## src/rtl/bcd_serial_adder_ctrl.sv

```systemverilog
`default_nettype none
// ============================================================================
// Module   : bcd_serial_adder_ctrl
// Brief    : Digit-serial packed-BCD adder controller (one digit per clock,
//            LSD first). Optional macro BCD_SERIAL_INVALID_CHECK_EN enables
//            the sticky non-BCD digit flag on Invalid.
// Revision : 1.0 - initial release
// ============================================================================
module bcd_serial_adder_ctrl #(
  parameter int DIGITS = 4
) (
  input  logic                  Clk,
  input  logic                  Reset,
  input  logic                  Start,
  input  logic [4*DIGITS-1:0]   A,
  input  logic [4*DIGITS-1:0]   B,
  input  logic                  Carry_In,
  output logic [4*DIGITS-1:0]   S,
  output logic                  Carry_Out,
  output logic                  Busy,
  output logic                  Done,
  output logic                  Invalid
);

  localparam int W  = 4 * DIGITS;
  localparam int CW = $clog2(DIGITS + 1);

  typedef enum logic [1:0] {
    IDLE = 2'd0,
    RUN  = 2'd1,
    DONE = 2'd2
  } state_t;

  state_t          state_q, state_d;
  logic [W-1:0]    a_q, a_d;
  logic [W-1:0]    b_q, b_d;
  logic [W-1:0]    s_q, s_d;
  logic [CW-1:0]   cnt_q, cnt_d;
  logic            carry_q, carry_d;
  logic            cout_q, cout_d;

  logic [4:0]      dig_z;
  logic            dig_cout;
  logic [3:0]      dig_sum;
  logic [W-1:0]    acc_next;

  // Single-digit decimal adder; applies +6 correction even to non-BCD digits.
  always_comb begin
    dig_z    = {1'b0, a_q[3:0]} + {1'b0, b_q[3:0]} + {4'd0, carry_q};
    dig_cout = dig_z[4] | (dig_z[3] & dig_z[2]) | (dig_z[3] & dig_z[1]);
    dig_sum  = dig_z[3:0] + (dig_cout ? 4'd6 : 4'd0);
  end

  // Result digits enter from the top; the final digit goes straight to S.
  generate
    if (DIGITS == 1) begin : g_acc_single
      assign acc_next = dig_sum;
    end else begin : g_acc_multi
      logic [W-5:0] acc_q;
      assign acc_next = {dig_sum, acc_q};
      always_ff @(posedge Clk) begin
        if (Reset) begin
          acc_q <= '0;
        end else if (state_q == RUN) begin
          acc_q <= acc_next[W-1:4];
        end
      end
    end
  endgenerate

  always_comb begin
    state_d = state_q;
    a_d     = a_q;
    b_d     = b_q;
    s_d     = s_q;
    cnt_d   = cnt_q;
    carry_d = carry_q;
    cout_d  = cout_q;
    case (state_q)
      IDLE: begin
        if (Start) begin
          a_d     = A;
          b_d     = B;
          carry_d = Carry_In;
          cnt_d   = '0;
          state_d = RUN;
        end
      end
      RUN: begin
        a_d     = a_q >> 4;
        b_d     = b_q >> 4;
        carry_d = dig_cout;
        cnt_d   = cnt_q + CW'(1);
        if (cnt_q == CW'(DIGITS - 1)) begin
          s_d     = acc_next;
          cout_d  = dig_cout;
          state_d = DONE;
        end
      end
      DONE:    state_d = IDLE;
      default: state_d = IDLE;
    endcase
  end

  always_ff @(posedge Clk) begin
    if (Reset) begin
      state_q <= IDLE;
      a_q     <= '0;
      b_q     <= '0;
      s_q     <= '0;
      cnt_q   <= '0;
      carry_q <= 1'b0;
      cout_q  <= 1'b0;
    end else begin
      state_q <= state_d;
      a_q     <= a_d;
      b_q     <= b_d;
      s_q     <= s_d;
      cnt_q   <= cnt_d;
      carry_q <= carry_d;
      cout_q  <= cout_d;
    end
  end

`ifdef BCD_SERIAL_INVALID_CHECK_EN
  logic inv_q;
  always_ff @(posedge Clk) begin
    if (Reset) begin
      inv_q <= 1'b0;
    end else if (state_q == IDLE && Start) begin
      inv_q <= 1'b0;
    end else if (state_q == RUN && (a_q[3:0] > 4'd9 || b_q[3:0] > 4'd9)) begin
      inv_q <= 1'b1;
    end
  end
  assign Invalid = inv_q;
`else
  assign Invalid = 1'b0;
`endif

  assign S         = s_q;
  assign Carry_Out = cout_q;
  assign Busy      = (state_q == RUN);
  assign Done      = (state_q == DONE);

endmodule
`default_nettype wire

```

## config.mk

```make
export PLATFORM = sky130hd
export DESIGN_NAME = bcd_serial_adder_ctrl
export DESIGN_NICKNAME = d
export VERILOG_FILES = /design/src/rtl/bcd_serial_adder_ctrl.sv
export SDC_FILE = /design/constraint.sdc
export NUM_CORES = 1
export LEC_CHECK = 0
export ABC_CLOCK_PERIOD_IN_PS = 3800
export BUFFER_PORTS_ARGS = -buffer_cell sky130_fd_sc_hd__buf_2
export CAP_MARGIN = 25
export CORE_MARGIN = 1.5
export CORE_UTILIZATION = 50
export DETAILED_ROUTE_END_ITERATION = 7
export PLACE_DENSITY = 0.81
export SLEW_MARGIN = 30
export SYNTH_ARGS = -nofsm -noshare
export SYNTH_HDL_FRONTEND = slang
export SYNTH_SLANG_ARGS = --single-unit
```

## constraint.sdc

```tcl
create_clock -name Clk -period 3.8 [get_ports Clk]
set_input_delay 0.57 -clock Clk [delete_from_list [all_inputs] [get_ports Clk]]
set_output_delay 0.57 -clock Clk [all_outputs]
set_load 0.005 [all_outputs]
```

---- Yosys cells after proc, flatten, opt, wreduce, memory -nomap -nowiden ----
Index checks and enable logic that the tools add are counted.
Widths: inputs -> output; s select.
cells by class
  muxes and demuxes ....................... 12
  eq/ne operators ......................... 5
  add/sub/neg operators ................... 4
  reductions and logical operators ........ 5
  bitwise gates (word level) .............. 4
operators by type and width
  operator             count
  $pmux 16 s2          2
  $mux 16              2
  $mux 3               2
  $pmux 3 s2           1
  $reduce_and 2->1     3
  $add 4x4->5          1
  $add 5x1->5          1
  $add 4x3->4          1
  $mux 2               2
  $pmux 2 s2           1
  $add 3x1->3 const B  1
  $eq 3x2->1 const B   1
  $and 1x1->1          2
  $eq 2x1->1 const B   1
  $eq 2x2->1 const B   1
  $logic_not 2->1      1
  $ne 2x1->1 const B   1
  $ne 2x2->1 const B   1
  $or 1x1->1           2
  $pmux 1 s2           1
  $reduce_bool 2->1    1
  $mux 1               1
word-level totals
  output and inout bits ................... 20
  bits in registers ....................... 67
  input bits .............................. 36
  logic and storage cells ................. 38

---- Longest topological paths before layout ----
Gate-level depths: netlist (run 1).
  depth in word-level cells ............... 7
  mapped depth ............................ 13
  depth with buffers taken out ............ 13

---- Least setup slack after synthesis (run 1) ----
Ideal clock, no wire load.
  path type ............................... reg-to-reg
  from .................................... register a_q[0]
  to ...................................... register s_q[15] (netlist: S[15])
  arrival ................................. 3.158 ns
  cell stages (with the launch flop) ...... 14
  buffers on the path ..................... 0
  data required time ...................... 3.712 ns
  period minus slack after synthesis ...... 3.247 ns
  library setup time ...................... 0.088 ns
  path slack .............................. 0.553 ns
  path through ............................ dfxtp_1 -> inv_1 -> fa_1 -> inv_1 -> fa_1 -> o22a_1 -> o221ai_1 -> o31a_1 -> inv_1 -> ha_1 -> fa_1 -> xnor2_1 -> or3_1 -> a311oi_2
between the ends
  longest elaborated chain between the ends .. 7
  elaborated cells between the ends (all ways) .. 8
  classes of those cells .................. 3 x add/sub; 1 x mux; 4 x bitwise
ends and longest elaborated chain
  item                      RTL line  RTL
  start: declaration        35        logic [W-1:0] a_q, a_d;
  start signal: assignment  108       a_q <= '0;
  start signal: assignment  116       a_q <= a_d;
  $add 4x4->5 *             49        dig_z = {1'b0, a_q[3:0]} + {1'b0, b_q[3:0]} + {4'd0, carry_q};
  $add 5x1->5 *             49
  $and 1x1->1               50        dig_cout = dig_z[4] | (dig_z[3] & dig_z[2]) | (dig_z[3] & dig_z[1]);
  $or 1x1->1                50
  $or 1x1->1 *              50
  named net dig_cout        43        logic dig_cout;
  $mux 3 *                  51        dig_sum = dig_z[3:0] + (dig_cout ? 4'd6 : 4'd0);
  $add 4x3->4 *             51
  end signal: assignment    110       s_q <= '0;
  end signal: assignment    118       s_q <= s_d;
  end: declaration          37        logic [W-1:0] s_q, s_d;
Mark *: on every way through the listed nets, which the timed path passes. The rest lies on a longest branch.
A chain may end at the register's enable or synchronous reset.

---- Worst setup path in the final report (run 1) ----
  from .................................... register a_q[0]
  to ...................................... register g_acc_multi.acc_q[11]
between the ends
  longest elaborated chain between the ends .. 7
  elaborated cells between the ends (all ways) .. 8
  classes of those cells .................. 3 x add/sub; 1 x mux; 4 x bitwise
ends and longest elaborated chain
  item                    RTL line  RTL
  $add 4x4->5 *           49
  $add 5x1->5 *           49
  $and 1x1->1             50
  $or 1x1->1              50
  $or 1x1->1 *            50
  named net dig_cout      43
  $mux 3 *                51
  $add 4x3->4 *           51
  end signal: assignment  65        acc_q <= acc_next[W-1:4];
  end: declaration        59        logic [W-5:0] acc_q;
Marked as above.

==> results.cfg, run 1 <==
[timing]
finalSetupTns_ns = 0
period_needed_ns = 3.50
max-slew-margin-rel_pct = 53.2
setup_ws_ns = 0.300
rsz0062_at_grt = false
drv_slew = 0
max_slew.worst_pin.slew_ns = 0.701
setup_viol_count_final = 0
clock_skews_ns = 0.00817
max_fclk_mhz = 286
post-route-period-util_pct = 92.1
finalHoldViolations = 0

[global_route]
groute.usage.overall_pct = 20.5
grt_first_pass_wirelength_um = 9810
globalRouteOverflowTotal = 0
grt_pass1_vias = 2268
antenna_found_initial = 0
maximum_number_of_pins_on_one_net_before_global_route_repair = 51

[floorplan]
die-area_um2 = 6080
die_h_um = 78
design.portCount = 56
initial_utilization_pct = 51.4
core_area_um2 = 5470
fp-row-count = 27
chipWidth_um = 78

[clocking]
post_cts_buffers = 0
cts.reportedPaths.clkPinSlew_ns = 0.07
postCtsResizedCells = 0
cts_tree = done
cts.hold.buffers_added = 0
clock_tree.htree_level_count = 3
clk-insertion-delay-late_ns = 0.33
numCtsBuffers = 9
buffer_type_at_the_clock_tree_root = sky130_fd_sc_hd__clkbuf_8
clock_path_buffers = 2
cts.sinks = 67

[placed_design]
gp_congestion = 0.751
detailed_place.area_um2 = 3070
dp_worst_setup_slack_ns = 0.343
dp_hpwl_um = 3940
place.port_buffers = 54

[yosys]
mappedNetlistArea_um2 = 2810
synth_compound_gate_area_share_pct = 19.9
synth_simple_gate_area_share_pct = 21.2
synth.avg_cell_area_um2 = 8.27
synth_cell_types = 35
portion_of_the_post_synthesis_area_used_by_sequential_elements_pct = 47.7
synth_edf_count = 0
ys_dominant_reg_cell = sky130_fd_sc_hd__dfxtp_1
synth_net_count = 385
async_reset_ff_share_pct = 0
post_synth_mux_area_share_pct = 0
synth-adder-area-share_pct = 4.80
synth_top_family_by_area = simple AND/OR/NAND/NOR gates
yosysWarningCount = 0
yosys_register_bits = 67
synth_xor_area_share_pct = 0.623
postSynthCellCount = 340

[final_layout]
multi_input_area_um2 = 1320
area.sequential_um2 = 1340
final.fill_count = 543
drive_gt1_share_pct = 19.6
layout.cells.most_common = sky130_fd_sc_hd__nand2_1
most-common-layout-cells = 99 x sky130_fd_sc_hd__nand2_1, 67 x sky130_fd_sc_hd__dfxtp_1, 54 x sky130_fd_sc_hd__buf_2, 44 x sky130_fd_sc_hd__nor2_1, 26 x sky130_fd_sc_hd__a21oi_1
antenna_cells_inserted = 0
layout-area-overhead-vs-synth_pct = 16.0
final_net_count = 428
finalCoreUtilization_pct = 59.6
design_area_um2 = 3260

[drt]
wl_um = 5810
drt_pre_antenna_iters = 4
routed_via_density = 5.30
wl_per_cell_um = 12.7
drt_iter0_drc = 109
drtAntennaViolNets = 0
drc_violations_left = 0
via_count = 2434

[worst_setup_path]
worst_r2r_path_depth = 13
crit_arrival_ns = 3.74
rr_startpoint = a_q[0]
worst-path-max-fanout = 3
cp.required_ns = 4.04
r2r_slack_ns = 0.30
setup.worst_path.end_class = flip-flop
crit_path_start_kind = flip-flop
criticalPathCategory = reg2reg
capture_instance_of_the_worst_register_to_register_path = g_acc_multi.acc_q[11]

[worst_hold_path]
hold_path_class = reg2reg
whs_endpoint = S[7]
hold-path-cell-count = 2
min_from = S[7]

[power]
total_leakage_power_nw = 1.38
power_density_nw_per_um2 = 480
highest_ir_drop_seen_on_vdd_mv = 0.265

[job]
number_of_max_cap_violations = 0

[run_status]
status = finished, final reports clean
state kept, by name, indices dropped and copies added, names as in the netlist:
register,flops
g_acc_multi.acc_q,12
b_q,16
state_q,2
carry_q,1
S,16
cnt_q,3
a_q,16
Carry_Out,1
metal layers:
layer  share of wire [%]  vias to the layer above  global-route usage (%)  wire length (um)
met1                  44                     1114                    23.0              2570
met3                 5.1                       14                    6.12               295
met4                 2.0                        0                    8.93               115
li1                    -                     1242                       -                 -
met2                  49                       64                    35.7              2830
met5                   0                        -                       0                 0
area by class of cell:
type / instances / area share (%)
sequential: 67 / 41.1
timing repair buffer: 57 / 8.98
inverter: 7 / 0.882
clock inverter: 2 / 1.07
multi-input combinational: 241 / 40.3
clock buffer: 13 / 4.87
tap: 72 / 2.76
per-stage QoR:
step	cells	hold WS, ns	total power [mW]
5_1_grt	459	0.465	1.64
3_5_place_dp	444	0.444	1.00
3_3_place_gp	444	0.439	0.994
4_1_cts	459	0.453	1.58
6_report	459	0.450	1.57
2_1_floorplan	340	0.432	0.947
kinds of logic (layout without fill, tap and decap cells):
family | Yosys count | count (layout)
xor gates and xnor gates | 2 | 2
buffers and inverters | 32 | 79
AOI/OAI and AO/OA | 76 | 76
DFF | 67 | 67
other | 1 | 1
and+or+nand+nor | 153 | 153
adders and majority gates | 9 | 9
worst max-delay path: stages, from the launching register on:
cell and delay (ns):
sky130_fd_sc_hd__dfxtp_1 0.33, sky130_fd_sc_hd__inv_1 0.06, sky130_fd_sc_hd__fa_1 0.44, sky130_fd_sc_hd__inv_1 0.08, sky130_fd_sc_hd__fa_1 0.46, sky130_fd_sc_hd__o22a_1 0.18
sky130_fd_sc_hd__o221ai_1 0.18, sky130_fd_sc_hd__o31a_1 0.24, sky130_fd_sc_hd__inv_1 0.10, sky130_fd_sc_hd__ha_1 0.20, sky130_fd_sc_hd__fa_1 0.38, sky130_fd_sc_hd__xnor2_1 0.15
sky130_fd_sc_hd__or3_1 0.35, sky130_fd_sc_hd__a311oi_1 0.27
cells in the mapped netlist (2+ instances only):
| master | n | area (um2) |
|---|---|---|
| sky130_fd_sc_hd__a211oi_1 | 4 | 30.0 |
| sky130_fd_sc_hd__a211oi_2 | 2 | 25.0 |
| sky130_fd_sc_hd__a21oi_1 | 26 | 130 |
| sky130_fd_sc_hd__a22oi_1 | 10 | 75.1 |
| sky130_fd_sc_hd__a311oi_1 | 25 | 219 |
| sky130_fd_sc_hd__buf_2 | 11 | 55.1 |
| sky130_fd_sc_hd__buf_4 | 2 | 15.0 |
| sky130_fd_sc_hd__buf_6 | 2 | 22.5 |
| sky130_fd_sc_hd__clkbuf_1 | 9 | 33.8 |
| sky130_fd_sc_hd__dfxtp_1 | 67 | 1340 |
| sky130_fd_sc_hd__fa_1 | 3 | 60.1 |
| sky130_fd_sc_hd__ha_1 | 6 | 75.1 |
| sky130_fd_sc_hd__inv_1 | 6 | 22.5 |
| sky130_fd_sc_hd__nand2_1 | 99 | 372 |
| sky130_fd_sc_hd__nand2b_1 | 3 | 18.8 |
| sky130_fd_sc_hd__nor2_1 | 45 | 169 |
| sky130_fd_sc_hd__nor2b_1 | 2 | 12.5 |
where the power goes:
part,switching (mW),internal [mW]
clock network,0.243,0.335
registers,0.0249,0.744
logic,0.132,0.0887
how the worst max path moves through the flow:
stage	cells past startpoint	slack, ns	end	start
floorplan	13	0.55	S[15]	a_q[0]
global placement	13	0.46	g_acc_multi.acc_q[11]	a_q[0]
detailed placement	13	0.34	g_acc_multi.acc_q[11]	a_q[0]
CTS	13	0.31	g_acc_multi.acc_q[11]	a_q[0]
global route	13	0.08	g_acc_multi.acc_q[11]	a_q[0]
finish	13	0.30	g_acc_multi.acc_q[11]	a_q[0]
Note: power is estimated with default switching activity, not from simulation.
==> inputs of run 2 (changes only) <==
--- a/config.mk
+++ b/config.mk
@@ -10,6 +10,7 @@
 export CAP_MARGIN = 25
 export CORE_MARGIN = 1.5
 export CORE_UTILIZATION = 50
+export CTS_BUF_LIST = sky130_fd_sc_hd__clkbuf_16
 export DETAILED_ROUTE_END_ITERATION = 7
 export PLACE_DENSITY = 0.81
 export SLEW_MARGIN = 30
==> constraint.sdc (replaced) <==
create_clock -name Clk -period 3.8 [get_ports Clk]
set_input_delay 1.14 -clock Clk [delete_from_list [all_inputs] [get_ports Clk]]
set_output_delay 1.14 -clock Clk [all_outputs]
set_load 0.005 [all_outputs]
==> results.cfg, run 2 (same netlist as run 1, synthesis figures left out) <==
[run_status]
status = finished, final reports clean

[final_layout]
antenna_cells_inserted = 0
drive_gt1_share_pct = 20.1
layout-area-overhead-vs-synth_pct = 19.5
final_net_count = 429
layout.cells.most_common = sky130_fd_sc_hd__nand2_1
design_area_um2 = 3360
most-common-layout-cells = 99 x sky130_fd_sc_hd__nand2_1, 67 x sky130_fd_sc_hd__dfxtp_1, 54 x sky130_fd_sc_hd__buf_2, 44 x sky130_fd_sc_hd__nor2_1, 26 x sky130_fd_sc_hd__a21oi_1

[drt]
drt_pre_antenna_iters = 4
wl_um = 5690
routed_via_density = 5.27
via_count = 2429
wl_per_cell_um = 12.3
drt_iter0_drc = 89
drc_violations_left = 0
drtAntennaViolNets = 0

[power]
total_leakage_power_nw = 1.43
fin_total_pwr_mw = 1.77
highest_ir_drop_seen_on_vdd_mv = 0.400
power_density_nw_per_um2 = 527

[timing]
max-slew-margin-rel_pct = 52.4
period_needed_ns = 3.47
post-route-period-util_pct = 91.2
drv_slew = 0
max_slew.worst_pin.slew_ns = 0.714
finalSetupTns_ns = 0
clock_skews_ns = 0.00523
rsz0062_at_grt = false
finalHoldViolations = 0
setup_viol_count_final = 0
max_fclk_mhz = 288

[clocking]
postCtsResizedCells = 0
numCtsBuffers = 9
clk-insertion-delay-late_ns = 0.33
clock_path_buffers = 2
cts_tree = done
cts.sinks = 67
cts.reportedPaths.clkPinSlew_ns = 0.05
clock_tree.htree_level_count = 3
buffer_type_at_the_clock_tree_root = sky130_fd_sc_hd__clkbuf_16
cts.hold.buffers_added = 0
post_cts_buffers = 0

[global_route]
grt_pass1_vias = 2229
grt_first_pass_wirelength_um = 9730
maximum_number_of_pins_on_one_net_before_global_route_repair = 51
antenna_found_initial = 0
globalRouteOverflowTotal = 0
groute.usage.overall_pct = 20.4

[worst_setup_path]
setup.worst_path.end_class = flip-flop
worst-path-max-fanout = 3
crit_arrival_ns = 3.71
criticalPathCategory = reg2reg
cp.required_ns = 4.04
crit_path_start_kind = flip-flop
worst_r2r_path_depth = 13

[floorplan]
fp-row-count = 27
design.portCount = 56
initial_utilization_pct = 51.4
die_h_um = 78
core_area_um2 = 5470
chipWidth_um = 78
die-area_um2 = 6080

[placed_design]
dp_hpwl_um = 3890
place.port_buffers = 54
detailed_place.area_um2 = 3080
gp_congestion = 0.790

[worst_hold_path]
hold_path_class = reg2reg
hold-path-cell-count = 2

[job]
number_of_max_cap_violations = 0
[run 2: changes by cell type in the layout (fill, tap and decap cells not counted), sizes merged]
cell      before  now
buf           57   58
inv            7    8
clkinvlp       0    1
clkinv         1    4
clkbuf        13    9
[run 2: worst max-delay path: stages (launching register included)]
cell and delay, ns:
sky130_fd_sc_hd__dfxtp_1 0.32, sky130_fd_sc_hd__inv_1 0.06, sky130_fd_sc_hd__fa_1 0.44, sky130_fd_sc_hd__inv_1 0.08
sky130_fd_sc_hd__fa_1 0.45, sky130_fd_sc_hd__o22a_1 0.18, sky130_fd_sc_hd__o221ai_1 0.19, sky130_fd_sc_hd__o31a_1 0.25
sky130_fd_sc_hd__inv_1 0.10, sky130_fd_sc_hd__ha_1 0.19, sky130_fd_sc_hd__fa_1 0.38, sky130_fd_sc_hd__xnor2_1 0.14
sky130_fd_sc_hd__or3_1 0.34, sky130_fd_sc_hd__a311oi_1 0.26
[run 2: per-stage QoR]
step / worst slack [ns] / std cells / utilization [%] / hold WS (ns)
detailed placement: 0.335 / 445 / 56.2 / 0.446
global route: 0.122 / 461 / 61.4 / 0.471
CTS: 0.313 / 461 / 61.4 / 0.453
finish: 0.333 / 461 / 61.4 / 0.448
global placement: 0.461 / 445 / 56.2 / 0.439
floorplan: 0.553 / 340 / - / 0.432
[run 2: final timing paths]
path / slack (ns) / startpoint / end
setup / recovery: 0.33 / a_q[0] / g_acc_multi.acc_q[11]
hold / removal: 0.45 / S[5] / S[5]
setup reg to reg: 0.33 / a_q[0] / g_acc_multi.acc_q[11]
hold reg to reg: 0.45 / S[5] / S[5]
[run 2: power breakdown]
group | switching [mW] | internal [mW] | leakage [nW]
Sequential | 0.0246 | 0.745 | 0.548
Clock | 0.287 | 0.498 | 0.144
Combinational | 0.128 | 0.0884 | 0.736
[run 2: cell type report]
cell class | count | area, um2
fillers | 509 | 2110
flip-flops and latches | 67 | 1340
multi-input cells | 241 | 1320
repair buffers | 58 | 300
clock buffers | 9 | 225
well taps | 72 | 90.1
clock inverters | 7 | 60.1
inverters | 7 | 28.8
[run 2: routing by layer]
| metal | track usage (%) | vias up | part of all wire [%] |
|---|---|---|---|
| li1 | - | 1244 | - |
| met1 | 23.0 | 1106 | 44 |
| met2 | 34.6 | 66 | 48 |
| met3 | 6.47 | 13 | 5.4 |
| met4 | 10.0 | 0 | 2.6 |
| met5 | 0 | - | 0 |
==> inputs of run 3 (changes only) <==
--- a/config.mk
+++ b/config.mk
@@ -5,14 +5,14 @@
 export SDC_FILE = /design/constraint.sdc
 export NUM_CORES = 1
 export LEC_CHECK = 0
-export ABC_CLOCK_PERIOD_IN_PS = 3800
+export ABC_CLOCK_PERIOD_IN_PS = 3120
 export BUFFER_PORTS_ARGS = -buffer_cell sky130_fd_sc_hd__buf_2
 export CAP_MARGIN = 25
 export CORE_MARGIN = 1.5
-export CORE_UTILIZATION = 50
+export CORE_UTILIZATION = 49
 export CTS_BUF_LIST = sky130_fd_sc_hd__clkbuf_16
 export DETAILED_ROUTE_END_ITERATION = 7
-export PLACE_DENSITY = 0.81
+export PLACE_DENSITY = 0.82
 export SLEW_MARGIN = 30
 export SYNTH_ARGS = -nofsm -noshare
 export SYNTH_HDL_FRONTEND = slang
==> constraint.sdc (replaced) <==
create_clock -name Clk -period 3.12 [get_ports Clk]
set_input_delay 0.936 -clock Clk [delete_from_list [all_inputs] [get_ports Clk]]
set_output_delay 0.936 -clock Clk [all_outputs]
set_load 0.005 [all_outputs]
==> results.cfg, run 3 (same netlist as run 1, synthesis figures left out) <==
[global_route]
groute.usage.overall_pct = 21.1
globalRouteOverflowTotal = 0
maximum_number_of_pins_on_one_net_before_global_route_repair = 44
antenna_found_initial = 0
grt_first_pass_wirelength_um = 10100
grt_pass1_vias = 2289

[worst_setup_path]
setup.worst_path.end_class = flip-flop
cp.required_ns = 3.36
worst-path-max-fanout = 2
worst_r2r_path_depth = 13
rr_startpoint = carry_q
r2r_slack_ns = -0.07
crit_path_start_kind = flip-flop
criticalPathCategory = reg2reg
setup.worst_path.start = carry_q
crit_arrival_ns = 3.43

[power]
highest_ir_drop_seen_on_vdd_mv = 0.467
total_leakage_power_nw = 1.47
power_density_nw_per_um2 = 636
fin_total_pwr_mw = 2.20

[timing]
max-slew-margin-rel_pct = 51.2
finalSetupTns_ns = -0.143
max_fclk_mhz = 313
setup_viol_count_final = 2
max_slew.worst_pin.slew_ns = 0.732
drv_slew = 0
finalHoldViolations = 0
setup_ws_ns = -0.0714
rsz0062_at_grt = true
post-route-period-util_pct = 102
period_needed_ns = 3.19
clock_skews_ns = 0.00488

[final_layout]
drive_gt1_share_pct = 24.0
most-common-layout-cells = 99 x sky130_fd_sc_hd__nand2_1, 65 x sky130_fd_sc_hd__dfxtp_1, 54 x sky130_fd_sc_hd__buf_2, 44 x sky130_fd_sc_hd__nor2_1, 26 x sky130_fd_sc_hd__a21oi_1
layout-area-overhead-vs-synth_pct = 22.7
design_area_um2 = 3450
layout.cells.most_common = sky130_fd_sc_hd__nand2_1
antenna_cells_inserted = 0
final_net_count = 437

[worst_hold_path]
hold-path-cell-count = 2
min_from = S[13]
hold_path_class = reg2reg

[clocking]
numCtsBuffers = 9
clock_path_buffers = 2
cts.reportedPaths.clkPinSlew_ns = 0.05
cts.sinks = 67
clock_tree.htree_level_count = 3
buffer_type_at_the_clock_tree_root = sky130_fd_sc_hd__clkbuf_16
clk-insertion-delay-late_ns = 0.33
cts_tree = done

[placed_design]
dp_hpwl_um = 3950
detailed_place.area_um2 = 3120
place.port_buffers = 54
gp_congestion = 0.721

[run_status]
status = complete, but fails checks
failing_checks = setup timing

[drt]
drt_pre_antenna_iters = 4
routed_via_density = 5.26
wl_per_cell_um = 13.2
via_count = 2464
wl_um = 6160
drc_violations_left = 0
drt_iter0_drc = 86
drtAntennaViolNets = 0

[job]
number_of_max_cap_violations = 0

[floorplan]
design.portCount = 56
die_h_um = 78.8
core_area_um2 = 5510
die-area_um2 = 6200
fp-row-count = 27
initial_utilization_pct = 51.1
chipWidth_um = 78.8
==> run 3: cell types whose count changed in the layout (fill, tap and decap cells not counted), moves of 2 or more <==
cell / delta
sky130_fd_sc_hd__dfxtp_2: +2
sky130_fd_sc_hd__fa_1: -2
sky130_fd_sc_hd__fa_2: +2
sky130_fd_sc_hd__inv_1: -3
sky130_fd_sc_hd__buf_4: +7
sky130_fd_sc_hd__dfxtp_1: -2
sky130_fd_sc_hd__inv_2: +4
sky130_fd_sc_hd__clkinv_2: -2
==> run 3: per-layer routing <==
| layer | global-route usage (%) | vias up | wire, um |
|---|---|---|---|
| met4 | 6.43 | 0 | 62 |
| met2 | 37.1 | 69 | 3110 |
| met3 | 7.47 | 7 | 321 |
| li1 | - | 1261 | - |
| met1 | 23.8 | 1127 | 2660 |
| met5 | 0 | - | 0 |
==> run 3: per-stage QoR <==
stage / worst slack [ns] / hold WS, ns / util, % / cells
2_1_floorplan: -0.0212 / 0.432 / - / 340
3_3_place_gp: 0.0122 / 0.439 / 56.6 / 448
3_5_place_dp: -0.0653 / 0.444 / 56.6 / 448
4_1_cts: -0.0605 / 0.451 / 62.1 / 466
5_1_grt: -0.197 / 0.462 / 62.7 / 468
6_report: -0.0714 / 0.449 / 62.7 / 468
==> run 3: critical path: stages, from the launching register on <==
cell and delay, ns:
sky130_fd_sc_hd__dfxtp_2 0.33, sky130_fd_sc_hd__inv_2 0.04, sky130_fd_sc_hd__fa_2 0.41, sky130_fd_sc_hd__inv_2 0.07, sky130_fd_sc_hd__fa_1 0.42, sky130_fd_sc_hd__o22a_1 0.21, sky130_fd_sc_hd__o221ai_2 0.17, sky130_fd_sc_hd__o31a_1 0.19
sky130_fd_sc_hd__inv_2 0.05, sky130_fd_sc_hd__ha_2 0.17, sky130_fd_sc_hd__fa_2 0.33, sky130_fd_sc_hd__xnor2_1 0.14, sky130_fd_sc_hd__or3_4 0.39, sky130_fd_sc_hd__a311oi_2 0.19
==> run 3: repair_timing <==
item / CTS / global route
setup endpoints to repair: 2 / 2
resized for setup: 2 / 3
buffers inserted: 3 / 2
hold buffers: 0 / 0
pin swaps: 8 / 8
==> run 3: worst paths after layout <==
path	end
hold / removal	S[13]
setup reg to reg	S[15]
hold reg to reg	S[13]
setup / recovery	S[15]
==> run 3: report_power, final <==
group | internal, mW | switching [mW] | total (mW)
registers | 0.908 | 0.0314 | 0.939
logic | 0.144 | 0.177 | 0.320
clock network | 0.600 | 0.337 | 0.936
total | 1.65 | 0.545 | 2.20
==> run 3: layout make-up <==
class / count / area (um2)
tap: 72 / 90.1
clock inverter: 6 / 50.0
sequential: 67 / 1340
multi-input combinational: 241 / 1340
inverter: 7 / 28.8
clock buffer: 9 / 225
timing repair buffer: 66 / 373
fill: 465 / 2060
